<file path="config.mk">
export PLATFORM = sky130hd
export DESIGN_NAME = game_bcd_counter
export DESIGN_NICKNAME = d
export VERILOG_FILES = /design/src/rtl/game_bcd_counter.sv
export SDC_FILE = /design/constraint.sdc
export NUM_CORES = 1
export LEC_CHECK = 0
export CORE_MARGIN = 1
export CORE_UTILIZATION = 45
export DETAILED_ROUTE_END_ITERATION = 10
export PLACE_DENSITY = 0.65
export SETUP_SLACK_MARGIN = 0.2
export SYNTH_ARGS = -nofsm -noshare
export SYNTH_HDL_FRONTEND = slang
export SYNTH_SLANG_ARGS = --single-unit
</file>
<file path="constraint.sdc">
create_clock -name clk -period 1.9 [get_ports clk]
set_input_delay 0.38 -clock clk [delete_from_list [all_inputs] [get_ports clk]]
set_output_delay 0.38 -clock clk [all_outputs]
set_load 0.02 [all_outputs]
</file>
<file path="src/rtl/game_bcd_counter.sv">
// game_bcd_counter: multi-digit BCD counter for game timers and scoreboards.
// MODE 0 counts prescaler ticks and MODE 1 counts rising edges of event_in.
// SATURATE selects between wrapping to all-0s and holding at all-9s.
// Defining GAME_BCD_COUNTER_SEG7_EN adds an active-low 7-segment output,
// seg, with one 7-bit group per digit in gfedcba order.
module game_bcd_counter #(
   parameter int DIGITS   = 4,
   parameter int DIV      = 50000000,
   parameter int MODE     = 0,
   parameter int SATURATE = 0
)(
   input  logic                  clk,
   input  logic                  reset,
   input  logic                  clear,
   input  logic                  enable,
   input  logic                  event_in,
   output logic [4*DIGITS-1:0]   digits,
   output logic                  tick,
   output logic                  overflow,
   output logic                  at_max
`ifdef GAME_BCD_COUNTER_SEG7_EN
   ,
   output logic [7*DIGITS-1:0]   seg
`endif
);

   localparam int PW = (DIV > 1) ? $clog2(DIV) : 1;

   logic [PW-1:0]       r_presc;
   logic [4*DIGITS-1:0] r_digits;
   logic                r_evPrev;
   logic                r_overflow;

   logic                w_tick;
   logic                w_edge;
   logic                w_inc;
   logic                w_allNines;
   logic [4*DIGITS-1:0] w_incDigits;

   // The tick is the last prescaler count. It is gated by enable so that a
   // prescaler frozen at its terminal value does not stretch the pulse.
   assign w_tick = enable && (r_presc == PW'(DIV - 1));

   // A rising edge is the current event level high while the sampled level from the previous cycle was low.
   assign w_edge = event_in & ~r_evPrev;

   // The increment source depends on MODE. Increments are suppressed while enable is low.
   assign w_inc = enable & ((MODE == 0) ? w_tick : w_edge);

   // The counter is at its maximum only when every digit reads 9.
   always_comb begin
      w_allNines = 1'b1;
      for (int k = 0; k < DIGITS; k++) begin
         if (r_digits[4*k +: 4] != 4'd9) begin
            w_allNines = 1'b0;
         end
      end
   end

   // Decimal ripple increment. A carry enters digit 0, and each 9 it reaches becomes 0 and
   // passes the carry upward. The first digit below 9 absorbs the carry. A digit that is
   // somehow above 9 is treated as 9 so that the result never holds an illegal code.
   always_comb begin
      logic carry;
      w_incDigits = r_digits;
      carry       = 1'b1;
      for (int k = 0; k < DIGITS; k++) begin
         if (carry) begin
            if (r_digits[4*k +: 4] >= 4'd9) begin
               w_incDigits[4*k +: 4] = 4'd0;
            end else begin
               w_incDigits[4*k +: 4] = r_digits[4*k +: 4] + 4'd1;
               carry                 = 1'b0;
            end
         end
      end
   end

   // The prescaler counts 0..DIV-1 while enabled. Reset and clear both restart it.
   always_ff @(posedge clk) begin
      if (reset) begin
         r_presc <= '0;
      end else if (clear) begin
         r_presc <= '0;
      end else if (enable) begin
         if (r_presc == PW'(DIV - 1)) begin
            r_presc <= '0;
         end else begin
            r_presc <= r_presc + 1'b1;
         end
      end
   end

   // The edge register samples event_in every cycle, including while disabled or clearing.
   // An edge seen in those cycles is therefore consumed and lost.
   always_ff @(posedge clk) begin
      if (reset) begin
         r_evPrev <= 1'b0;
      end else begin
         r_evPrev <= event_in;
      end
   end

   // The count and overflow pulse update one edge after the increment cause. Clear beats a
   // simultaneous increment. At all-9s the counter either wraps to zero or holds, and overflow
   // pulses in both cases.
   always_ff @(posedge clk) begin
      if (reset) begin
         r_digits   <= '0;
         r_overflow <= 1'b0;
      end else if (clear) begin
         r_digits   <= '0;
         r_overflow <= 1'b0;
      end else begin
         r_overflow <= w_inc & w_allNines;
         if (w_inc) begin
            if (w_allNines) begin
               if (SATURATE == 0) begin
                  r_digits <= '0;
               end
            end else begin
               r_digits <= w_incDigits;
            end
         end
      end
   end

   assign digits   = r_digits;
   assign tick     = w_tick;
   assign overflow = r_overflow;
   assign at_max   = w_allNines;

`ifdef GAME_BCD_COUNTER_SEG7_EN
   // Active-low segment pattern for one BCD digit, in gfedcba order. Codes above 9 are blanked.
   function automatic logic [6:0] segOf(input logic [3:0] d);
      case (d)
         4'd0:    segOf = 7'b1000000;
         4'd1:    segOf = 7'b1111001;
         4'd2:    segOf = 7'b0100100;
         4'd3:    segOf = 7'b0110000;
         4'd4:    segOf = 7'b0011001;
         4'd5:    segOf = 7'b0010010;
         4'd6:    segOf = 7'b0000010;
         4'd7:    segOf = 7'b1111000;
         4'd8:    segOf = 7'b0000000;
         4'd9:    segOf = 7'b0011000;
         default: segOf = 7'b1111111;
      endcase
   endfunction

   // Each digit is decoded independently and combinationally from the registered count.
   always_comb begin
      seg = '1;
      for (int k = 0; k < DIGITS; k++) begin
         seg[7*k +: 7] = segOf(r_digits[4*k +: 4]);
      end
   end
`endif

endmodule

</file>
==> results of run 1 <==
## state kept, by name, indices dropped and copies added, names as in the netlist
signal	cells
r_presc	26
digits	16
overflow	1
## cells by family (layout without fill, tap and decap cells)
family	count (synthesis)	in the layout
xor+xnor	25	25
buf+inv	20	118
simple gates	127	128
flops	43	43
mux	3	3
compound gates	30	30
fa+ha+maj	13	13
## routing by layer
metal	vias up	share of wire [%]	wire [um]	GRT usage [%]
met4	0	2.0	120	10.0
met5	-	0	0	0
met3	11	3.1	186	4.31
li1	1115	-	-	-
met2	38	51	3050	43.0
met1	1049	44	2600	27.4
## final cells by class
type                       count  share of cell area [%]
inverter                      14                    1.57
multi-input combinational    199                    44.6
clock inverter                 3                   0.501
timing repair buffer          96                    23.6
clock buffer                   5                    1.97
tap                           67                    2.40
sequential                    43                    25.3
## worst register-to-register path: stages, from the launching register on
cell     delay, ns
dfxtp_2       0.34
or4bb_4       0.53
nor2_4        0.15
buf_6         0.13
nand3_4       0.12
buf_6         0.16
or3_4         0.33
a21oi_2       0.15
## placed cells by master, fill, tap and decap left out, drive strengths merged, types with 2 or more instances in the layout
cell           netlist  routed
a2111oi              2       2
a21o                 2       2
a21oi               11      11
a31oi                2       2
and2                 2       2
and3                 2       2
and4                 5       5
buf                  3      75
clkbuf               3       5
clkdlybuf4s50        0       4
dfxtp               43      43
dlygate4sd2          0      15
ha                  13      13
inv                 14      16
mux2i                2       2
nand2               15      15
nand3               17      18
nand3b               2       2
nand4               13      13
nand4b               2       2
nor2                44      44
nor3                 8       8
nor3b                2       2
o21ai                6       6
o31ai                3       3
or3                  2       2
or4                  5       5
or4b                 2       2
xnor2               12      12
xor2                13      13
## what timing repair did
item                                    CTS  global route
resized for setup                        60            26
setup buffers                             2             6
endpoints found under the setup margin   55            40
gates cloned                              2             0
pin swaps                                15            13
## stage by stage
step	total power, mW	setup TNS, ns	hold WS, ns	cells
floorplan	0.940	0	0.477	261
global placement	0.965	-4.69	0.481	409
CTS	1.57	-0.199	0.520	421
finish	1.56	-0.370	0.522	427
global route	1.61	-0.799	0.535	427
detailed placement	0.965	-5.79	0.493	409
## worst paths after layout
path / from / endpoint / slack, ns / cells after the start
min: r_presc[15]$_SDFFE_PP0P_ / r_presc[15]$_SDFFE_PP0P_ / 0.52 / 2
max reg2reg: r_presc[25]$_SDFFE_PP0P_ / digits[7]$_SDFFE_PP0P_ / -0.09 / 7
max: r_presc[25]$_SDFFE_PP0P_ / tick / -0.09 / 5
min reg2reg: r_presc[15]$_SDFFE_PP0P_ / r_presc[15]$_SDFFE_PP0P_ / 0.52 / 2
## power by group
part	switching (mW)	total [mW]	internal, mW
combinational	0.0295	0.0582	0.0287
sequential	0.00161	0.898	0.896
clock	0.345	0.603	0.258
total	0.376	1.56	1.18
==> impl_metrics.py, run 1 <==
metrics = {
    "status": {
        "status": "finished, violations left",
        "violations": "setup timing",
    },
    "logic_synthesis": {
        "yosys_warnings": 0,
        "synth_xor_area_share_pct": 9.78,
        "synth-simple-area-share_pct": 30.4,
        "muxShareOfSynthArea_pct": 1.40,
        "synth_fp_nets": 279,
        "yosysTopAreaCell": "dfxtp_1",
        "synthTopCellsByCount": "43 x dfxtp_1, 43 x nor2_1, 16 x nand3_1",
        "synth_top_cell_area_share_pct": 38.4,
        "synth_seq_cells": 43,
        "syn_avg_cell_area_um2": 8.58,
        "synthTopCellsByArea": "dfxtp_1 38%, ha_1 7.3%, nor2_1 7.2%",
        "synthAdderAreaFrac_pct": 7.26,
        "synth_edf_count": 0,
        "dominantRegCellSynth": "dfxtp_1",
        "async_reset_ff_share_pct": 0,
        "syn_inst": 261,
        "synth_compound_area_share_pct": 9.16,
        "synth_top_family_by_area": "simple AND/OR/NAND/NOR gates",
        "syn_area_mm2": 0.00224,
        "synth_cell_types": 43,
        "ys_seq_area_share_pct": 38.4,
    },
    "detailed_routing": {
        "drt_iter0_drc": 86,
        "antenna_left": 0,
        "drc": 0,
        "wire_per_inst_um": 13.9,
        "drtPass1Iterations": 4,
        "vias_per_cell": 5.18,
        "routed_wl_mm": 5.96,
        "vias": 2213,
    },
    "sta": {
        "rsz0062_at_grt": "yes",
        "slew_violations": 0,
        "hold_violations": 0,
        "fin_crit_ns": 1.99,
        "max_slew_margin_pct": 78.0,
        "period_share_pct": 105,
        "setup-violations-final": 6,
        "max_freq_mhz": 502,
        "worst_pin_slew_ns": 0.327,
        "finalClockSkew_ns": 0.00637,
        "fin_ws_ns": -0.0912,
    },
    "floorplan": {
        "die_width_um": 72.5,
        "dieArea_mm2": 0.00526,
        "row_count": 25,
        "ios": 24,
        "core_area_mm2": 0.00475,
        "die_y_um": 72.5,
        "start_util_pct": 47.1,
    },
    "power": {
        "p_leak_nw": 1.42,
        "irDropWorstVdd_mv": 0.334,
        "p_per_area_mw_per_mm2": 446,
    },
    "cells_and_area": {
        "area_delta_synth_final_pct": 56.3,
        "multi_input_area_mm2": 0.00156,
        "fin_nets": 377,
        "nFillCells": 375,
        "n_antenna_cell": 0,
        "layout-drive-gt1-share_pct": 39.7,
        "layout.area.seq_um2": 887,
        "final_area_mm2": 0.00350,
        "final_util_pct": 73.6,
    },
    "setup_path": {
        "critPathMaxStageDelay_ns": 0.53,
        "path_class": "flip-flop to output port",
        "crit_fanout": 2,
        "crit_required_ns": 1.52,
        "path_cells": "or4bb_4, nor2_4, nand3_2, inv_2, buf_6",
        "critical-path-top-delay-family": "simple AND/OR/NAND/NOR gates",
        "cp-end-kind": "output port",
        "path_buf_inv": 2,
        "worst_setup_path_start_kind": "flip-flop",
        "critical-path-slowest-cell": "or4bb_4",
        "cp.arrival_ns": 1.61,
    },
    "grt": {
        "antenna_found_initial": 0,
        "grt_overflow": 0,
        "grt_max_degree": 17,
        "grt.total_usage_pct": 23.8,
        "grt_pass1_wl_mm": 9.75,
        "first_global_vias": 2234,
    },
    "placed_design": {
        "dp_hpwl_mm": 3.90,
        "dp_slack_ns": -0.429,
        "numPortBuffers": 22,
        "place.gp.congestion": 0.787,
        "dpl-instance-area_mm2": 0.00308,
    },
    "clocking": {
        "cts_inserted_buffers": 5,
        "htreeDepth": 2,
        "clock-sinks": 43,
        "clkTransAtPathRegs_ns": 0.09,
        "cts_tree": "yes",
        "cts_hold_buf": 0,
        "cts_root_buf": "clkbuf_8",
        "cts_buffer_depth": 2,
        "clkLatencyLatePin_ns": 0.30,
    },
    "hold_path": {
        "hp-class": "flip-flop to flip-flop",
    },
    "run": {
        "maxCapViolCount": 0,
    },
}
Note: power is estimated with default switching activity, not from simulation.
==> run 2: changes to the inputs <==
--- a/config.mk
+++ b/config.mk
@@ -8,7 +8,7 @@
 export CORE_MARGIN = 1
 export CORE_UTILIZATION = 45
 export DETAILED_ROUTE_END_ITERATION = 10
-export PLACE_DENSITY = 0.65
+export PLACE_DENSITY = 0.63
 export SETUP_SLACK_MARGIN = 0.2
 export SYNTH_ARGS = -nofsm -noshare
 export SYNTH_HDL_FRONTEND = slang
==> constraint.sdc (replaced) <==
create_clock -name clk -period 1.85 [get_ports clk]
set_input_delay 0.37 -clock clk [delete_from_list [all_inputs] [get_ports clk]]
set_output_delay 0.37 -clock clk [all_outputs]
set_load 0.02 [all_outputs]
==> run 2 against run 1 <==
The flow still finishes with violations (setup timing). Worst hold slack lost 0.0050 ns. First-iteration DRC count shrank 8.1%. Core utilization grew 1.4 points. Combinational power grew 17%. Die area is the same. Sequential cell count is the same. Clock power grew 46%. Routed wire length grew 2.8%. Worst setup slack lost 0.12 ns. Clock-buffer cell count is the same. Clock skew grew 0.0024 ns. Critical path depth grew 1.
==> impl_metrics.py, run 2 (same netlist as run 1, synthesis figures left out) <==
metrics = {
    "cells_and_area": {
        "nFillCells": 360,
        "final_common_cell": "buf_4",
        "largest_register": "r_presc",
        "largest_reg_flops": 26,
        "area_delta_synth_final_pct": 59.3,
        "layout-drive-gt1-share_pct": 37.3,
        "instances_no_fill": 429,
        "n_antenna_cell": 0,
        "fin_nets": 379,
        "final_util_pct": 75.0,
        "layout_common_cells": "66 x buf_4, 42 x nor2_1, 32 x dfxtp_1",
    },
    "setup_path": {
        "worst_setup_path_start_kind": "flip-flop",
        "cp-end-kind": "flip-flop",
        "r2r_end": "digits[6]$_SDFFE_PP0P_",
        "critical-path-slowest-cell": "or4_4",
        "crit_fanout": 5,
        "critPathMaxStageDelay_ns": 0.55,
        "startpoint": "r_presc[8]$_SDFFE_PP0P_",
        "reg2reg_depth": 6,
        "path_buf_inv": 1,
        "path_cells": "or4_4, nor2_4, buf_6, nand3_4, or4b_1, a21oi_1",
        "critical-path-top-delay-family": "simple AND/OR/NAND/NOR gates",
        "crit_required_ns": 2.08,
        "path_class": "flip-flop to flip-flop",
        "critPathCapture": "digits[6]$_SDFFE_PP0P_",
        "r2r_slack_ns": -0.21,
        "worstReg2RegStart": "r_presc[8]$_SDFFE_PP0P_",
        "cp.depth": 6,
        "cp.arrival_ns": 2.30,
    },
    "power": {
        "internal-power_mw": 1.49,
        "finalPower_mw": 1.87,
        "netSwitchingPower_mw": 0.376,
        "irDropWorstVdd_mv": 0.555,
        "p_leak_nw": 1.45,
        "clockPowerShare_pct": 47.2,
        "pwr-share-comb_pct": 3.6,
        "seqPwrFrac_pct": 49.1,
        "p_per_area_mw_per_mm2": 524,
        "p_sw_share_pct": 20.1,
    },
    "grt": {
        "grt_overflow": 0,
        "first_global_vias": 2119,
        "grt_pass1_wl_mm": 9.98,
        "grt_max_degree": 15,
        "antenna_found_initial": 0,
        "grt_use_met2_pct": 41.0,
        "grt.total_usage_pct": 24.9,
        "grt.met3_usage_pct": 4.17,
        "busiest_layer": "met2",
        "use_met1_pct": 33.4,
    },
    "clocking": {
        "cts_root_buf": "clkbuf_8",
        "cts_tree": "yes",
        "cts_hold_buf": 0,
        "clock-sinks": 43,
        "clkTransAtPathRegs_ns": 0.09,
        "cts_inserted_buffers": 5,
        "htreeDepth": 2,
        "cts_buffer_depth": 2,
        "clkLatencyLatePin_ns": 0.31,
    },
    "sta": {
        "period_share_pct": 112,
        "fin_ws_ns": -0.213,
        "max_freq_mhz": 485,
        "slew_violations": 0,
        "setup-violations-final": 14,
        "max_slew_margin_pct": 74.9,
        "hold_violations": 0,
        "worst_pin_slew_ns": 0.377,
        "rsz0062_at_grt": "yes",
        "fin_crit_ns": 2.06,
        "finalClockSkew_ns": 0.00872,
    },
    "placed_design": {
        "dp_hpwl_mm": 3.91,
        "place.gp.congestion": 0.839,
        "dp_slack_ns": -0.488,
        "numPortBuffers": 22,
        "post-place-cells": 407,
    },
    "floorplan": {
        "die_y_um": 72.5,
        "start_util_pct": 47.1,
        "die_width_um": 72.5,
        "row_count": 25,
        "ios": 24,
        "core_area_mm2": 0.00475,
        "dieArea_mm2": 0.00526,
    },
    "detailed_routing": {
        "drtPass1Iterations": 4,
        "wire_per_inst_um": 14.3,
        "routed_wl_mm": 6.12,
        "drt_iter0_drc": 79,
        "vias_per_cell": 5.20,
        "drc": 0,
        "antenna_left": 0,
        "vias": 2232,
    },
    "run": {
        "maxCapViolCount": 0,
    },
    "hold_path": {
        "hp-class": "flip-flop to flip-flop",
    },
    "status": {
        "violations": "setup timing",
        "status": "finished, violations left",
    },
}
-- run 2: cell types whose count changed in the layout (fill, tap and decap cells not counted), sizes merged --
cell	change
clkinv	-1
bufbuf	+1
dlygate4sd2	+1
inv	-2
bufinv	+2
clkdlybuf4s50	-1
buf	+1
clkinvlp	+1
-- run 2: worst min path at each step --
stage,startpoint,end,cells after the start
finish,r_presc[25]$_SDFFE_PP0P_,r_presc[25]$_SDFFE_PP0P_,2
global route,r_presc[25]$_SDFFE_PP0P_,r_presc[25]$_SDFFE_PP0P_,2
floorplan,r_presc[25]$_SDFFE_PP0P_,r_presc[25]$_SDFFE_PP0P_,2
detailed placement,r_presc[25]$_SDFFE_PP0P_,r_presc[25]$_SDFFE_PP0P_,2
global placement,r_presc[25]$_SDFFE_PP0P_,r_presc[25]$_SDFFE_PP0P_,2
CTS,r_presc[25]$_SDFFE_PP0P_,r_presc[25]$_SDFFE_PP0P_,2
-- run 2: area by class of cell --
class,instances,area [um^2],area share (%)
repair buffers,98,882,24.7
clock inverters,3,67.6,1.89
flip-flops and latches,43,890,24.9
inverters,14,55.1,1.54
clock buffers,5,68.8,1.93
multi-input cells,199,1520,42.6
well taps,67,83.8,2.35
-- run 2: worst register-to-register path, stage by stage, from the launching register on --
cell and delay, ns:
dfxtp_1 0.32, or4_4 0.55, nor2_4 0.16, buf_6 0.14, nand3_4 0.11, or4b_1 0.53, a21oi_1 0.18
-- run 2: metrics by stage --
stage | hold slack, ns | setup TNS, ns | cell area, um^2
2_1_floorplan | 0.477 | 0 | 2310
3_3_place_gp | 0.512 | -6.22 | 3070
3_5_place_dp | 0.515 | -6.96 | 3070
4_1_cts | 0.522 | -0.961 | 3500
5_1_grt | 0.550 | -3.19 | 3570
6_report | 0.517 | -1.63 | 3570
-- run 2: power groups by stage --
stage	clock [mW]	combinational, mW	sequential (mW)
2_1_floorplan	0	0.0196	0.941
3_3_place_gp	0	0.0467	0.940
3_5_place_dp	0	0.0467	0.940
4_1_cts	0.891	0.0670	0.918
5_1_grt	0.926	0.0722	0.919
6_report	0.883	0.0679	0.919
-- run 2: per-layer routing --
layer / routed length (um) / part of all wire [%]
met4: 69 / 1.1
met1: 2960 / 48
met2: 2890 / 47
met5: 0 / 0
met3: 209 / 3.4
-- run 2: repair_timing --
| item | in CTS | in global routing |
|---|---|---|
| resized for setup | 60 | 11 |
| endpoints found under the setup margin | 57 | 42 |
| gates cloned | 3 | 0 |
| pin swaps | 13 | 13 |
| buffers inserted | 9 | 2 |
==> run 3: changes to the inputs <==
--- a/config.mk
+++ b/config.mk
@@ -6,9 +6,9 @@
 export NUM_CORES = 1
 export LEC_CHECK = 0
 export CORE_MARGIN = 1
-export CORE_UTILIZATION = 45
+export CORE_UTILIZATION = 50
 export DETAILED_ROUTE_END_ITERATION = 10
-export PLACE_DENSITY = 0.63
+export PLACE_DENSITY = 0.69
 export SETUP_SLACK_MARGIN = 0.2
 export SYNTH_ARGS = -nofsm -noshare
 export SYNTH_HDL_FRONTEND = slang
==> run 3 against run 2 <==
Worst setup slack worse by 0.064 ns. Register-to-register slack worse by 0.06 ns. The flow still finishes with violations (setup timing). Critical path depth is 2 higher. Core utilization is 18 points higher. Largest power group unchanged. Cell count is 1.4% lower. Sequential share of layout area is 1.8 points lower. Sequential power hardly changed. Routed wire length is 62% higher. Combinational power is 59% higher. Clock power is 21% lower. Total power is 7.9% lower. Design area is 8.0% higher.
==> impl_metrics.py, run 3 (same netlist as run 1, synthesis figures left out) <==
metrics = {
    "grt": {
        "grt.total_usage_pct": 29.8,
        "grt_pass1_wl_mm": 10.2,
        "grt_max_degree": 13,
        "first_global_vias": 2272,
        "antenna_found_initial": 1,
        "grt_overflow": 0,
    },
    "setup_path": {
        "reg2reg_depth": 8,
        "startpoint": "digits[9]$_SDFFE_PP0P_",
        "cp-end-kind": "flip-flop",
        "cp.arrival_ns": 2.28,
        "r2r_end": "digits[14]$_SDFFE_PP0P_",
        "worstReg2RegStart": "digits[9]$_SDFFE_PP0P_",
        "r2r_slack_ns": -0.28,
        "crit_required_ns": 2.00,
        "path_class": "flip-flop to flip-flop",
        "crit_fanout": 3,
        "worst_setup_path_start_kind": "flip-flop",
    },
    "status": {
        "status": "finished, violations left",
        "violations": "setup timing",
    },
    "placed_design": {
        "place.gp.congestion": 0.836,
        "dp_slack_ns": -0.445,
        "dpl-instance-area_mm2": 0.00312,
        "numPortBuffers": 22,
        "dp_hpwl_mm": 4.08,
    },
    "clocking": {
        "clkTransAtPathRegs_ns": 0.09,
        "cts_hold_buf": 0,
        "cts_buffer_depth": 2,
        "cts_root_buf": "clkbuf_8",
        "htreeDepth": 2,
        "clock-sinks": 43,
        "clkLatencyLatePin_ns": 0.31,
        "cts_tree": "yes",
        "cts_inserted_buffers": 5,
    },
    "run": {
        "maxCapViolCount": 0,
    },
    "power": {
        "netSwitchingPower_mw": 0.411,
        "p_sw_share_pct": 23.9,
        "pwr-share-comb_pct": 6.3,
        "seqPwrFrac_pct": 53.3,
        "internal-power_mw": 1.31,
        "irDropWorstVdd_mv": 0.466,
        "clockPowerShare_pct": 40.4,
        "p_leak_nw": 1.47,
        "p_per_area_mw_per_mm2": 447,
    },
    "cells_and_area": {
        "final_area_mm2": 0.00385,
        "layout_common_cells": "70 x buf_4, 29 x dfxtp_1, 23 x nor2_1",
        "largest_reg_flops": 26,
        "final_util_pct": 93.0,
        "area_delta_synth_final_pct": 72.1,
        "n_antenna_cell": 0,
        "multi_input_area_mm2": 0.00172,
        "fin_nets": 390,
        "nFillCells": 137,
        "final_common_cell": "buf_4",
        "layout-drive-gt1-share_pct": 49.3,
        "layout.area.seq_um2": 893,
        "largest_register": "r_presc",
    },
    "detailed_routing": {
        "drtPass1Iterations": 5,
        "drc": 0,
        "antenna_left": 0,
        "routed_wl_mm": 9.89,
        "wire_per_inst_um": 23.4,
        "vias": 2777,
        "vias_per_cell": 6.57,
        "drt_iter0_drc": 254,
    },
    "sta": {
        "slew_violations": 0,
        "hold_violations": 0,
        "fin_crit_ns": 2.13,
        "fin_ws_ns": -0.278,
        "max_slew_margin_pct": 65.8,
        "setup-violations-final": 39,
        "period_share_pct": 115,
        "max_freq_mhz": 470,
        "rsz0062_at_grt": "yes",
        "fin_hold_ws_ns": 0.617,
        "finalClockSkew_ns": 0.00855,
        "setup_tns_ns": -5.52,
        "worst_pin_slew_ns": 0.511,
    },
    "floorplan": {
        "die_width_um": 68.9,
        "core_area_mm2": 0.00414,
        "start_util_pct": 54.0,
        "row_count": 23,
        "die_y_um": 68.9,
        "ios": 24,
        "dieArea_mm2": 0.00475,
    },
    "hold_path": {
        "hp-class": "flip-flop to flip-flop",
        "hold_end": "digits[11]$_SDFFE_PP0P_",
        "hold_depth": 3,
        "hold_start": "digits[11]$_SDFFE_PP0P_",
    },
}
run 3: cell types whose count changed in the layout (fill, tap and decap cells not counted), sizes merged:
cell          previous run  this run
clkinvlp                 1         0
bufbuf                   2         0
dlygate4sd2             16        17
clkbuf                   5         9
buf                     76        89
bufinv                   2         0
dlymetal6s2s             1         0
nand3                   18        17
run 3: repair_timing:
item                                    4_1_cts  5_1_grt
pin swaps                                    11       36
endpoints found under the setup margin       56       41
resized for setup                            59       78
setup buffers                                 4        9
hold endpoints to repair                      0        0
gates cloned                                  2        1
run 3: per-stage QoR:
| step | total power, mW | cells |
|---|---|---|
| after floorplan | 0.961 | 261 |
| after global placement | 0.988 | 399 |
| after detailed placement | 0.988 | 399 |
| after CTS | 1.67 | 413 |
| after global routing | 1.75 | 423 |
| final | 1.72 | 423 |
run 3: worst max-delay path: stages (launching register included):
cell and delay (ns):
dfxtp_4 0.36, inv_1 0.08, buf_4 0.15, ha_1 0.17
nor3b_2 0.18, a2111oi_4 0.31, nand4_1 0.27, o211ai_1 0.27
o21ai_1 0.19
run 3: area by class of cell:
class	count	share of cell area (%)
tap	50	1.62
clock buffer	8	2.60
sequential	43	23.2
multi-input combinational	198	44.6
timing repair buffer	110	26.6
inverter	14	1.43
run 3: worst max path at each step:
| stage | to | slack, ns | depth (start not counted) |
|---|---|---|---|
| 2_1_floorplan | digits[9]$_SDFFE_PP0P_ | 0.04 | 5 |
| 3_3_place_gp | tick | -0.44 | 6 |
| 3_5_place_dp | tick | -0.45 | 6 |
| 4_1_cts | digits[9]$_SDFFE_PP0P_ | -0.1 | 6 |
| 5_1_grt | digits[9]$_SDFFE_PP0P_ | -0.46 | 9 |
| 6_report | digits[14]$_SDFFE_PP0P_ | -0.28 | 8 |
run 3: power by group through the flow:
stage	clock, mW	combinational [mW]	sequential [mW]
after global routing	0.718	0.111	0.919
after floorplan	0	0.0196	0.941
after CTS	0.681	0.0694	0.918
after global placement	0	0.0474	0.940
after detailed placement	0	0.0480	0.940
final	0.695	0.108	0.919
run 3: metal layers:
metal / vias up / global-route usage (%) / share of wire [%]
met5: - / 0 / 0
met4: 0 / 13.3 / 5.7
met3: 77 / 6.09 / 9.2
met2: 244 / 56.3 / 50
met1: 1321 / 31.2 / 35
li1: 1135 / - / -
